**config.mk**
```make
export PLATFORM = sky130hd
export DESIGN_NAME = watch_ctrl
export DESIGN_NICKNAME = d
export VERILOG_FILES = /design/src/rtl/watch_pkg.sv /design/src/rtl/watch_ctrl_bcd_mod60_counter.sv /design/src/rtl/watch_ctrl.sv
export SDC_FILE = /design/constraint.sdc
export NUM_CORES = 1
export LEC_CHECK = 0
export BUFFER_PORTS_ARGS = -buffer_cell sky130_fd_sc_hd__buf_4
export CORE_MARGIN = 2
export CORE_UTILIZATION = 55
export DETAILED_ROUTE_END_ITERATION = 10
export PLACE_DENSITY = 0.78
export SLEW_MARGIN = 10
export SYNTH_ARGS = -nofsm -noshare
export SYNTH_HDL_FRONTEND = slang
export SYNTH_SLANG_ARGS = --single-unit
export TNS_END_PERCENT = 5
```
**constraint.sdc**
```tcl
create_clock -name clk -period 5.5 [get_ports clk]
set_input_delay 0.55 -clock clk [delete_from_list [all_inputs] [get_ports clk]]
set_output_delay 0.55 -clock clk [all_outputs]
set_load 0.05 [all_outputs]
```
**src/rtl/watch_pkg.sv**
```systemverilog
// rtl/watch_pkg.sv - shared mode encodings and BCD digit width for the watch controller
package watch_pkg;

  localparam int BCD_W = 4;

  typedef enum logic [1:0] {
    MODE_RUN     = 2'b00,
    MODE_SET_MIN = 2'b01,
    MODE_SET_SEC = 2'b10,
    MODE_BAD     = 2'b11
  } mode_e;

  localparam logic [3:0] BLANK_NONE = 4'b0000;
  localparam logic [3:0] BLANK_MIN  = 4'b1100;
  localparam logic [3:0] BLANK_SEC  = 4'b0011;

endpackage

```
**src/rtl/watch_ctrl_bcd_mod60_counter.sv**
```systemverilog
// rtl/watch_ctrl_bcd_mod60_counter.sv - two-digit BCD counter 00..59 with clear and wrap flag
module bcd_mod60_counter
  import watch_pkg::*;
(
  input  logic             clk,
  input  logic             reset_p,
  input  logic             inc,
  input  logic             clr,
  output logic [BCD_W-1:0] dec1,
  output logic [BCD_W-1:0] dec10,
  output logic             wrap
);

  logic [BCD_W-1:0] dec1_q, dec1_d;
  logic [BCD_W-1:0] dec10_q, dec10_d;

  // wrap is combinational so the next counter can step on the same edge
  assign wrap  = inc & ~clr & (dec10_q >= 4'd5) & (dec1_q >= 4'd9);
  assign dec1  = dec1_q;
  assign dec10 = dec10_q;

  always_comb begin
    dec1_d  = dec1_q;
    dec10_d = dec10_q;
    if (clr) begin
      dec1_d  = '0;
      dec10_d = '0;
    end else if (inc) begin
      if (dec1_q >= 4'd9) begin
        dec1_d  = '0;
        dec10_d = (dec10_q >= 4'd5) ? '0 : dec10_q + 4'd1;
      end else begin
        dec1_d = dec1_q + 4'd1;
      end
    end
  end

  always_ff @(posedge clk or posedge reset_p) begin
    if (reset_p) begin
      dec1_q  <= '0;
      dec10_q <= '0;
    end else begin
      dec1_q  <= dec1_d;
      dec10_q <= dec10_d;
    end
  end

endmodule

```
**src/rtl/watch_ctrl.sv**
```systemverilog
// rtl/watch_ctrl.sv - mm:ss watch with run/set modes, button editing and set-mode digit blinking
module watch_ctrl
  import watch_pkg::*;
#(
  parameter int BLINK_MS = 500
) (
  input  logic             clk,
  input  logic             reset_p,
  input  logic             tick_sec,
  input  logic             tick_msec,
  input  logic             btn_mode,
  input  logic             btn_inc,
  input  logic             btn_clr,
  output logic [BCD_W-1:0] sec1,
  output logic [BCD_W-1:0] sec10,
  output logic [BCD_W-1:0] min1,
  output logic [BCD_W-1:0] min10,
  output logic [1:0]       mode,
  output logic [3:0]       blank,
  output logic             min_carry
);

  localparam int CW = (BLINK_MS > 1) ? $clog2(BLINK_MS) : 1;

  mode_e         state_q, state_d;
  logic [CW-1:0] cnt_q, cnt_d;
  logic          phase_q, phase_d;
  logic [3:0]    blank_q, blank_d;
  logic          min_carry_q, min_carry_d;

  logic mode_ev, clr_ev, inc_ev, tick_ev;
  logic is_run, is_smin, is_ssec;
  logic sec_inc, sec_clr, sec_wrap;
  logic min_inc, min_clr, min_wrap;

  // one event per cycle: mode > clr > inc > tick_sec
  assign mode_ev = btn_mode;
  assign clr_ev  = btn_clr & ~btn_mode;
  assign inc_ev  = btn_inc & ~btn_mode & ~btn_clr;
  assign tick_ev = tick_sec & ~btn_mode & ~btn_clr & ~btn_inc;

  assign is_run  = (state_q == MODE_RUN);
  assign is_smin = (state_q == MODE_SET_MIN);
  assign is_ssec = (state_q == MODE_SET_SEC);

  assign sec_inc = (is_ssec & inc_ev) | (is_run & tick_ev);
  assign sec_clr = clr_ev & (is_run | is_ssec);
  assign min_inc = (is_smin & inc_ev) | (is_run & tick_ev & sec_wrap);
  assign min_clr = clr_ev & (is_run | is_smin);

  bcd_mod60_counter u_sec (
    .clk    (clk),
    .reset_p(reset_p),
    .inc    (sec_inc),
    .clr    (sec_clr),
    .dec1   (sec1),
    .dec10  (sec10),
    .wrap   (sec_wrap)
  );

  bcd_mod60_counter u_min (
    .clk    (clk),
    .reset_p(reset_p),
    .inc    (min_inc),
    .clr    (min_clr),
    .dec1   (min1),
    .dec10  (min10),
    .wrap   (min_wrap)
  );

  always_comb begin
    state_d     = state_q;
    cnt_d       = '0;
    phase_d     = 1'b0;
    blank_d     = BLANK_NONE;
    min_carry_d = is_run & tick_ev & sec_wrap & min_wrap;

    case (state_q)
      MODE_RUN:     if (mode_ev) state_d = MODE_SET_MIN;
      MODE_SET_MIN: if (mode_ev) state_d = MODE_SET_SEC;
      MODE_SET_SEC: if (mode_ev) state_d = MODE_RUN;
      default:      state_d = MODE_RUN;
    endcase

    // any edit restarts the blink from the visible phase
    if ((is_smin | is_ssec) & ~(mode_ev | clr_ev | inc_ev)) begin
      cnt_d   = cnt_q;
      phase_d = phase_q;
      if (tick_msec) begin
        if (cnt_q == CW'(BLINK_MS - 1)) begin
          cnt_d   = '0;
          phase_d = ~phase_q;
        end else begin
          cnt_d = cnt_q + CW'(1);
        end
      end
    end

    if (phase_d) begin
      if (state_d == MODE_SET_MIN)      blank_d = BLANK_MIN;
      else if (state_d == MODE_SET_SEC) blank_d = BLANK_SEC;
    end
  end

  always_ff @(posedge clk or posedge reset_p) begin
    if (reset_p) begin
      state_q     <= MODE_RUN;
      cnt_q       <= '0;
      phase_q     <= 1'b0;
      blank_q     <= BLANK_NONE;
      min_carry_q <= 1'b0;
    end else begin
      state_q     <= state_d;
      cnt_q       <= cnt_d;
      phase_q     <= phase_d;
      blank_q     <= blank_d;
      min_carry_q <= min_carry_d;
    end
  end

  assign mode      = state_q;
  assign blank     = blank_q;
  assign min_carry = min_carry_q;

endmodule
```
==> results of run 1 <==
[worst max-delay path, delay by kind of cell (launching register included)]
kind	cells	cell delay [ns]
and+or+nand+nor	3	0.73
DFF	1	0.47
AOI/OAI and AO/OA	2	0.47
adders and majority gates	1	0.28
buffers and inverters	1	0.10
[metal layers]
layer / share of wire (%) / global-route usage [%]
met4: 1.5 / 6.667
met3: 5.1 / 5.405
met2: 45 / 33.24
met5: 0 / 0
met1: 49 / 28.32
[power by group through the flow]
stage                     combinational, mW  sequential (mW)  clock, mW
after floorplan                       0.170            0.385          0
after global placement                0.351            0.296          0
after detailed placement              0.355            0.299          0
after CTS                             0.357            0.296      0.154
after global routing                  0.390            0.301      0.167
final                                 0.355            0.296      0.150
[kinds of logic after synthesis]
logic type / after synthesis / synth area share [%]
adders and majority gates: 17 / 11.13
xor gates and xnor gates: 9 / 4.519
buffers and inverters: 16 / 3.798
DFF: 31 / 40.60
AOI/OAI and AO/OA: 37 / 13.88
and+or+nand+nor: 83 / 23.90
muxes: 4 / 2.161
[flip-flops by register name, summed over array words and instances, names as in the netlist]
| name | flops |
|---|---|
| blank | 2 |
| cnt_q | 9 |
| min_carry | 1 |
| mode | 2 |
| phase_q | 1 |
| u_min.dec1 | 4 |
| u_min.dec10 | 4 |
| u_sec.dec1 | 4 |
| u_sec.dec10 | 4 |
[stage by stage]
| stage | hold slack, ns | power [mW] | instance area (um2) | setup slack (ns) |
|---|---|---|---|---|
| after floorplan | 0.5011 | 0.5558 | 1911 | 3.257 |
| after global placement | 0.5346 | 0.6464 | 2166 | 3.460 |
| after detailed placement | 0.5415 | 0.6542 | 2166 | 3.427 |
| after CTS | 0.2932 | 0.8068 | 2235 | 3.403 |
| after global routing | 0.3088 | 0.8584 | 2235 | 3.267 |
| final | 0.2820 | 0.8017 | 2235 | 3.388 |
[worst min-delay path by stage]
stage	end
after floorplan	cnt_q[8]$_DFFE_PP0P_
after global routing	cnt_q[8]$_DFFE_PP0P_
after CTS	cnt_q[6]$_DFFE_PP0P_
after global placement	cnt_q[8]$_DFFE_PP0P_
final	cnt_q[8]$_DFFE_PP0P_
after detailed placement	cnt_q[8]$_DFFE_PP0P_
[synthesized netlist by cell type (4+ instances only)]
| master | n | area (um2) |
|---|---|---|
| nand3_1 | 6 | 30.03 |
| nor2_1 | 28 | 105.1 |
| xnor2_1 | 5 | 43.79 |
| nor3_1 | 4 | 20.02 |
| nand2b_1 | 5 | 31.28 |
| a21oi_1 | 8 | 40.04 |
| dfrtp_1 | 31 | 775.7 |
| inv_1 | 12 | 45.04 |
| o21ai_0 | 11 | 55.05 |
| nand2_1 | 13 | 48.80 |
| ha_1 | 17 | 212.7 |
| nand4_1 | 5 | 31.28 |
[layout make-up]
type	count	area [um2]
Multi-Input combinational cell	150	1062
Inverter	12	45.04
Fill cell	298	1102
Sequential cell	31	775.7
Tap cell	46	57.56
Timing Repair Buffer	30	225.2
Clock buffer	8	68.82
==> flow_summary.json, run 1 <==
{
  "p_sw_share_pct": 44.38,
  "worstSetupEndpoint": "cnt_q[7]$_DFFE_PP0P_",
  "r2r_cells": 7,
  "cts.repair.resized": 0,
  "ys_seq_elements": 31,
  "drtIter0Drc": 63,
  "period_needed_ns": 2.112,
  "p_comb_share_pct": 44.3,
  "maxCapViolCount": 0,
  "drive_above_1_share_pct": 22.94,
  "worstPathCellList": "inv_1, ha_1, or4b_1, o21a_1, o21ba_1, nor2_1, nor3_2",
  "cpMaxStageDelayCell": "or4b_1",
  "nets": 254,
  "fin_crit_sh_pct": 38.41,
  "start_kind": "flop",
  "gr-usage-all-layers_pct": 21.06,
  "path_clk_slew_ns": 0.09,
  "cts_setup_buffers": 0,
  "clk_latency_ns": 0.33,
  "drc": 0,
  "start_util_pct": 57.26,
  "syn_to_final_growth_pct": 16.96,
  "final_common_cell": "dfrtp_1",
  "peakVddDrop_mv": 0.3132,
  "crit_start": "mode[0]$_DFF_PP0_",
  "cts_tree": "yes",
  "placedCellCount": 269,
  "vias_per_cell": 5.426,
  "r2r_setup_slack_ns": 3.39,
  "gp_congestion": 0.8409,
  "status": "completed",
  "ys_seq_area_share_pct": 40.60,
  "fp.dieW_um": 62.94,
  "ys_warn_count": 0,
  "max_freq_mhz": 473.4,
  "p_int_mw": 0.4459,
  "numCtsBuffers": 5,
  "min_path_type": "primary input to asynchronous set/reset pin",
  "finalNonFillerCells": 277,
  "critPathMaxStageDelay_ns": 0.58,
  "vias": 1503,
  "grt_max_degree": 32,
  "diodes": 0,
  "critPathKind": "flop to flop",
  "tns_ns": 0,
  "dieArea_um2": 3961,
  "clk_path_buf_depth": 2,
  "first_pass_iters": 4,
  "p_leak_nw": 1.061,
  "hold_buffers": 0,
  "core-area_um2": 3337,
  "h-tree-depth": 2,
  "crit_arrival_ns": 2.37,
  "tightest_slew_ns": 0.3887,
  "final_core_util_pct": 66.97,
  "placementRows": 21,
  "ys.flop_type": "dfrtp_1",
  "synth_area_um2": 1911,
  "cp-end-kind": "flop",
  "hold_viol": 0,
  "cp.required_ns": 5.76,
  "cts_root_buffer": "clkbuf_4",
  "power_frac_seq_pct": 37.0,
  "relSlewSlack_pct": 74.09,
  "clock-sinks": 31,
  "layout_common_cells": "31 x dfrtp_1, 30 x buf_4, 28 x nor2_1",
  "syn_area_per_cell_um2": 9.698,
  "yosysUniqueCellTypes": 49,
  "finClkSkew_ns": 0.003626,
  "switching_power_mw": 0.3558,
  "dp_hpwl_um": 2693,
  "rsz0062_at_grt": "no",
  "r2r-start": "mode[0]$_DFF_PP0_",
  "grt_overflow": 0,
  "wirelength_um": 3690,
  "power_density_nw_per_um2": 358.8,
  "avgRoutedWirePerCell_um": 13.32,
  "final_max_slew_viol_count": 0,
  "clkPwrFrac_pct": 18.7,
  "num_io_pins": 30,
  "syn_nets": 221,
  "setup_viol": 0,
  "grt_pass1_vias": 1428,
  "grt_pass1_wl_um": 6575,
  "detail-route-antenna-nets": 0,
  "synth_edf_count": 0,
  "timing.rr.end": "cnt_q[7]$_DFFE_PP0P_",
  "die_y_um": 62.94,
  "async_reset_ff_share_pct": 100.0,
  "netlist_instances": 197,
  "cp_max_fo": 7,
  "antenna_found_initial": 0,
  "portBuffers": 29
}
Note: power is estimated with default switching activity, not from simulation.
==> run 2, diff against run 1 <==
ABC_AREA = 1   (was default)
clock period = 2.1 ns   (was 5.5 ns; I/O delays follow)
==> run 2 against run 1 <==
Against the previous run:
- wire length decreased by 0.27%
- cell area up 2.0%
- cell count is 18% higher
- hold slack got worse by 0.083 ns
- count of clock-buffer cells in the layout fell by 2
- sequential power increased to 2.8 times the previous value
- critical endpoint is now u_sec.dec10[1]$_DFFE_PP0P_
- maximum frequency grew 27%
- sequential cell count did not move
- die area increased by 2.4%
==> flow_summary.json, run 2 <==
{
  "die_y_um": 63.69,
  "core-area_um2": 3390,
  "fillerInstances": 287,
  "detail-route-antenna-nets": 0,
  "rsz0062_at_grt": "no",
  "yosysUniqueCellTypes": 28,
  "finalNonFillerCells": 328,
  "diodes": 0,
  "cts_setup_buffers": 0,
  "synth_edf_count": 0,
  "final_max_slew_viol_count": 0,
  "maxCapViolCount": 0,
  "worstPathCellList": "inv_1, ha_1, nor2_1, nor2_2, inv_2, nand2_1, nand3_1, o21ai_1",
  "final_core_util_pct": 67.26,
  "final_common_cell": "nand2_1",
  "placedCellCount": 321,
  "yosysMostFrequentCell": "nand2_1",
  "syn_area_per_cell_um2": 7.901,
  "whs_ns": 0.1988,
  "gp_congestion": 0.8510,
  "netlist_top_cells_count": "52 x nand2_1, 35 x inv_1, 31 x dfrtp_1, 31 x nor2_1, 21 x nand3_1",
  "period_needed_ns": 1.660,
  "crit_family": "simple AND/OR/NAND/NOR gates",
  "dieArea_um2": 4056,
  "cp_max_fo": 6,
  "netlist_instances": 248,
  "place_area_um2": 2228,
  "first_pass_iters": 4,
  "tns_ns": 0,
  "drtIter0Drc": 69,
  "start_util_pct": 57.81,
  "grt_pass1_wl_um": 6472,
  "drc": 0,
  "wirelength_um": 3680,
  "fin_crit_sh_pct": 79.07,
  "clk_path_buf_depth": 2,
  "ys.flop_type": "dfrtp_1",
  "nets": 307,
  "syn_nets": 272,
  "setup_viol": 0,
  "cts_tree": "yes",
  "cpMaxStageDelayCell": "dfrtp_1",
  "hold_viol": 0,
  "ys_seq_elements": 31,
  "p_total_mw": 2.307,
  "grt_max_degree": 17,
  "path_buf_inv": 2,
  "num_io_pins": 30,
  "grt_overflow": 0,
  "largest_reg_flops": 9,
  "synth_area_um2": 1959,
  "status": "completed",
  "h-tree-depth": 2,
  "finClkSkew_ns": 0.003291,
  "cp.required_ns": 2.35,
  "p_leak_nw": 1.187,
  "numCtsBuffers": 5,
  "hold_buffers": 1,
  "avgRoutedWirePerCell_um": 11.22,
  "grt_pass1_vias": 1517,
  "place_ws_ns": 0.4638,
  "clock-sinks": 31,
  "placementRows": 21,
  "ys_warn_count": 0,
  "start_kind": "flop",
  "gr-usage-all-layers_pct": 20.33,
  "portBuffers": 29,
  "async_reset_ff_share_pct": 100.0,
  "antenna_found_initial": 0,
  "netlist.area_leader.share_pct": 39.59,
  "crit_arrival_ns": 1.91,
  "min_path_type": "primary input to flop",
  "vias_per_cell": 4.979,
  "cts.repair.resized": 0,
  "vias": 1633,
  "synth_top_cell_by_area": "dfrtp_1",
  "dp_hpwl_um": 2823,
  "cts_root_buffer": "clkbuf_4",
  "tightest_slew_ns": 0.6614,
  "critPathKind": "flop to flop",
  "relSlewSlack_pct": 55.86,
  "layout_common_cells": "52 x nand2_1, 35 x inv_1, 31 x nor2_1, 31 x dfrtp_1, 29 x buf_4",
  "ys_seq_area_share_pct": 39.59,
  "fp.dieW_um": 63.69,
  "fin_area_um2": 2280,
  "max_freq_mhz": 602.2,
  "synth_area_leaders": "dfrtp_1 40%, ha_1 11%, nand2_1 10%",
  "cp-end-kind": "flop",
  "clk_latency_ns": 0.32,
  "power_density_nw_per_um2": 1012,
  "regMostFlops": "cnt_q",
  "drive_above_1_share_pct": 18.79,
  "path_clk_slew_ns": 0.09,
  "syn_to_final_growth_pct": 16.35,
  "setup_slack_ns": 0.4395,
  "peakVddDrop_mv": 0.7095,
  "critPathMaxStageDelay_ns": 0.44
}
[run 2: cell count changes in the layout (fill, tap and decap cells not counted), moves of 5 or more]
cell | previous run | this run
nand3_1 | 6 | 21
inv_1 | 12 | 35
nand2_1 | 13 | 52
nand2b_1 | 5 | 0
[run 2: cells by family (layout without fill, tap and decap cells)]
group	after synthesis	in the layout	synth area share, %
and+or+nand+nor	126	126	30.52
adders and majority gates	17	17	10.86
DFF	31	31	39.59
buffers and inverters	41	75	8.621
xor gates and xnor gates	5	5	2.235
AOI/OAI and AO/OA	28	28	8.174
[run 2: area by class of cell]
type | instances | area (um2) | area share, %
Clock buffer | 6 | 41.29 | 1.811
Inverter | 38 | 142.6 | 6.257
Multi-Input combinational cell | 176 | 1015 | 44.51
Sequential cell | 31 | 775.7 | 34.03
Tap cell | 46 | 57.56 | 2.525
Timing Repair Buffer | 31 | 247.7 | 10.87
[run 2: path summary, 6_finish.rpt]
kind | to | slack [ns] | cells past startpoint | from
setup / recovery | u_sec.dec10[1]$_DFFE_PP0P_ | 0.44 | 8 | mode[0]$_DFF_PP0_
min in group asynchronous | u_sec.dec10[1]$_DFFE_PP0P_ | 0.54 | 3 | reset_p
max in group asynchronous | mode[1]$_DFF_PP0_ | 1.05 | 4 | reset_p
setup reg to reg | u_sec.dec10[1]$_DFFE_PP0P_ | 0.44 | 8 | mode[0]$_DFF_PP0_
hold / removal | cnt_q[1]$_DFFE_PP0P_ | 0.20 | 3 | tick_msec
hold reg to reg | u_min.dec10[3]$_DFFE_PP0P_ | 0.52 | 2 | u_min.dec10[3]$_DFFE_PP0P_
[run 2: routing by layer]
| layer | GRT usage, % | share of wire [%] | vias to the layer above |
|---|---|---|---|
| met5 | 0 | 0 | - |
| met4 | 8.967 | 0.65 | 0 |
| met3 | 3.393 | 4.6 | 2 |
| met2 | 32.50 | 45 | 39 |
| met1 | 27.10 | 49 | 735 |
| li1 | - | - | 857 |
[run 2: worst reg2reg max path, cell delays in order, from the launching register on]
cell,delay [ns]
dfrtp_1,0.44
inv_1,0.11
ha_1,0.28
nor2_1,0.09
nor2_2,0.16
inv_2,0.09
nand2_1,0.13
nand3_1,0.14
o21ai_1,0.14
[run 2: power by group]
part           internal, mW  total, mW  switching [mW]
logic                 0.369       1.17           0.802
registers             0.695      0.830           0.136
clock network         0.119      0.305           0.186
==> run 3, diff against run 2 <==
ABC_AREA = 0   (was 1)
clock period = 1.65 ns   (was 2.1 ns; I/O delays follow)
==> run 3 against run 2 <==
Against the previous run:
- the run now ends with negative setup slack left
- largest cell class unchanged
- first-iteration DRC count grew 35%
- hold slack lost 0.065 ns
- register-to-register slack lost 0.65 ns
- die area shrank 2.3%
- via count grew 6.6%
- power grew 44%
- core utilization grew 14 points
==> flow_summary.json, run 3 (synthesis gave the netlist of run 1 again) <==
{
  "status": "complete, but fails checks",
  "violations": "negative setup slack",
  "r2r_setup_slack_ns": -0.21,
  "peakVddDrop_mv": 1.049,
  "h-tree-depth": 2,
  "setup_slack_ns": -0.2149,
  "final_max_slew_viol_count": 0,
  "cts_root_buffer": "clkbuf_4",
  "setup_viol": 26,
  "cp-end-kind": "flop",
  "finClkSkew_ns": 0.01365,
  "p_leak_nw": 1.289,
  "clk_latency_ns": 0.35,
  "first_pass_iters": 4,
  "portBuffers": 29,
  "avgRoutedWirePerCell_um": 15.52,
  "drc": 0,
  "crit_arrival_ns": 2.14,
  "regMostFlops": "cnt_q",
  "placementRows": 21,
  "hold_depth": 3,
  "clock-sinks": 31,
  "grt_pass1_vias": 1689,
  "period_needed_ns": 1.865,
  "maxCapViolCount": 0,
  "worstHoldEndpoint": "cnt_q[0]$_DFFE_PP0P_",
  "min_from": "tick_msec",
  "cp_max_fo": 5,
  "detail-route-antenna-nets": 0,
  "dieArea_um2": 3961,
  "fin_crit_sh_pct": 113.0,
  "place_area_um2": 2436,
  "critPathKind": "flop to flop",
  "rsz0062_at_grt": "yes",
  "whs_ns": 0.1337,
  "fillerInstances": 200,
  "numCtsBuffers": 5,
  "max_freq_mhz": 536.2,
  "gr-usage-all-layers_pct": 25.50,
  "path_clk_slew_ns": 0.11,
  "vias_per_cell": 5.524,
  "r2r_cells": 7,
  "gp_congestion": 0.8684,
  "antenna_found_initial": 0,
  "power_density_nw_per_um2": 1222,
  "num_io_pins": 30,
  "grt_max_degree": 32,
  "min_path_type": "primary input to flop",
  "largest_reg_flops": 9,
  "fp.dieW_um": 62.94,
  "dp_hpwl_um": 3142,
  "layout_common_cells": "63 x buf_4, 25 x nor2_1, 25 x dfrtp_1",
  "drtIter0Drc": 93,
  "final_common_cell": "buf_4",
  "grt_pass1_wl_um": 7928,
  "r2r-start": "mode[1]$_DFF_PP0_",
  "start_util_pct": 57.26,
  "die_y_um": 62.94,
  "hold_viol": 0,
  "cp.required_ns": 1.93,
  "nets": 292,
  "core-area_um2": 3337,
  "relSlewSlack_pct": 68.94,
  "grt_overflow": 0,
  "fin_area_um2": 2709,
  "cts_tree": "yes",
  "p_total_mw": 3.311,
  "clk_path_buf_depth": 2,
  "wirelength_um": 4889,
  "syn_to_final_growth_pct": 41.78,
  "vias": 1740,
  "start_kind": "flop",
  "timing.rr.end": "cnt_q[7]$_DFFE_PP0P_",
  "diodes": 0,
  "drive_above_1_share_pct": 46.47,
  "tightest_slew_ns": 0.4654
}
[run 3: cell count changes in the layout (fill, tap and decap cells not counted), sizes merged, moves of 5 or more]
| cell | before | now |
|---|---|---|
| nand2 | 57 | 15 |
| nor2 | 35 | 30 |
| inv | 38 | 12 |
| nand2b | 0 | 5 |
| nand3 | 24 | 6 |
| buf | 30 | 67 |
[run 3: where the power goes]
group	switching, mW	internal, mW
combinational	1.02	0.704
clock	0.278	0.358
sequential	0.0904	0.861
[run 3: metrics by stage]
stage	util (%)	TNS, ns	setup slack [ns]	instances
global route	81.18	-5.065	-0.2873	315
finish	81.18	-2.802	-0.2149	315
floorplan	-	-6.477	-0.4177	197
detailed placement	73.00	-2.719	-0.2466	303
global placement	73.00	-1.841	-0.1740	303
CTS	79.45	-2.421	-0.1735	315
[run 3: critical path, stage by stage (launching register included)]
cell and delay, ns:
dfrtp_2 0.38, inv_2 0.05, ha_4 0.25, or4b_4 0.49, o21a_1 0.24, o21ba_4 0.25
nor2_2 0.04, nor3_2 0.09
[run 3: routing by layer]
| layer | part of all wire, % | global-route usage (%) | vias to the layer above | wire, um |
|---|---|---|---|---|
| met4 | 2.2 | 9.722 | 0 | 108 |
| met1 | 43 | 33.02 | 850 | 2115 |
| met3 | 4.3 | 5.766 | 11 | 209 |
| met5 | 0 | 0 | - | 0 |
| li1 | - | - | 832 | - |
| met2 | 50 | 41.49 | 47 | 2455 |
[run 3: cell type report]
class / count / area (um2) / area share [%]
sequential: 31 / 783.3 / 28.91
timing repair buffer: 68 / 528.0 / 19.49
multi-input combinational: 150 / 1209 / 44.62
tap: 46 / 57.56 / 2.125
inverter: 12 / 45.04 / 1.663
clock buffer: 6 / 51.30 / 1.894
clock inverter: 2 / 35.03 / 1.293
[run 3: worst max path at each step]
| stage | from | to | slack [ns] | cells after the start |
|---|---|---|---|---|
| global route | mode[1]$_DFF_PP0_ | cnt_q[7]$_DFFE_PP0P_ | -0.29 | 7 |
| global placement | mode[1]$_DFF_PP0_ | cnt_q[5]$_DFFE_PP0P_ | -0.17 | 7 |
| detailed placement | mode[1]$_DFF_PP0_ | cnt_q[6]$_DFFE_PP0P_ | -0.25 | 6 |
| CTS | mode[1]$_DFF_PP0_ | cnt_q[7]$_DFFE_PP0P_ | -0.17 | 7 |
| floorplan | u_sec.dec1[0]$_DFFE_PP0P_ | u_min.dec10[3]$_DFFE_PP0P_ | -0.42 | 7 |
| finish | mode[1]$_DFF_PP0_ | cnt_q[7]$_DFFE_PP0P_ | -0.21 | 7 |
[run 3: repair_timing]
item | CTS | global route
setup endpoints to repair | 26 | 28
resized for setup | 26 | 15
pin swaps | 17 | 5
hold endpoints to repair | 31 | 0
hold buffers | 1 | 0
buffers inserted | 3 | 0
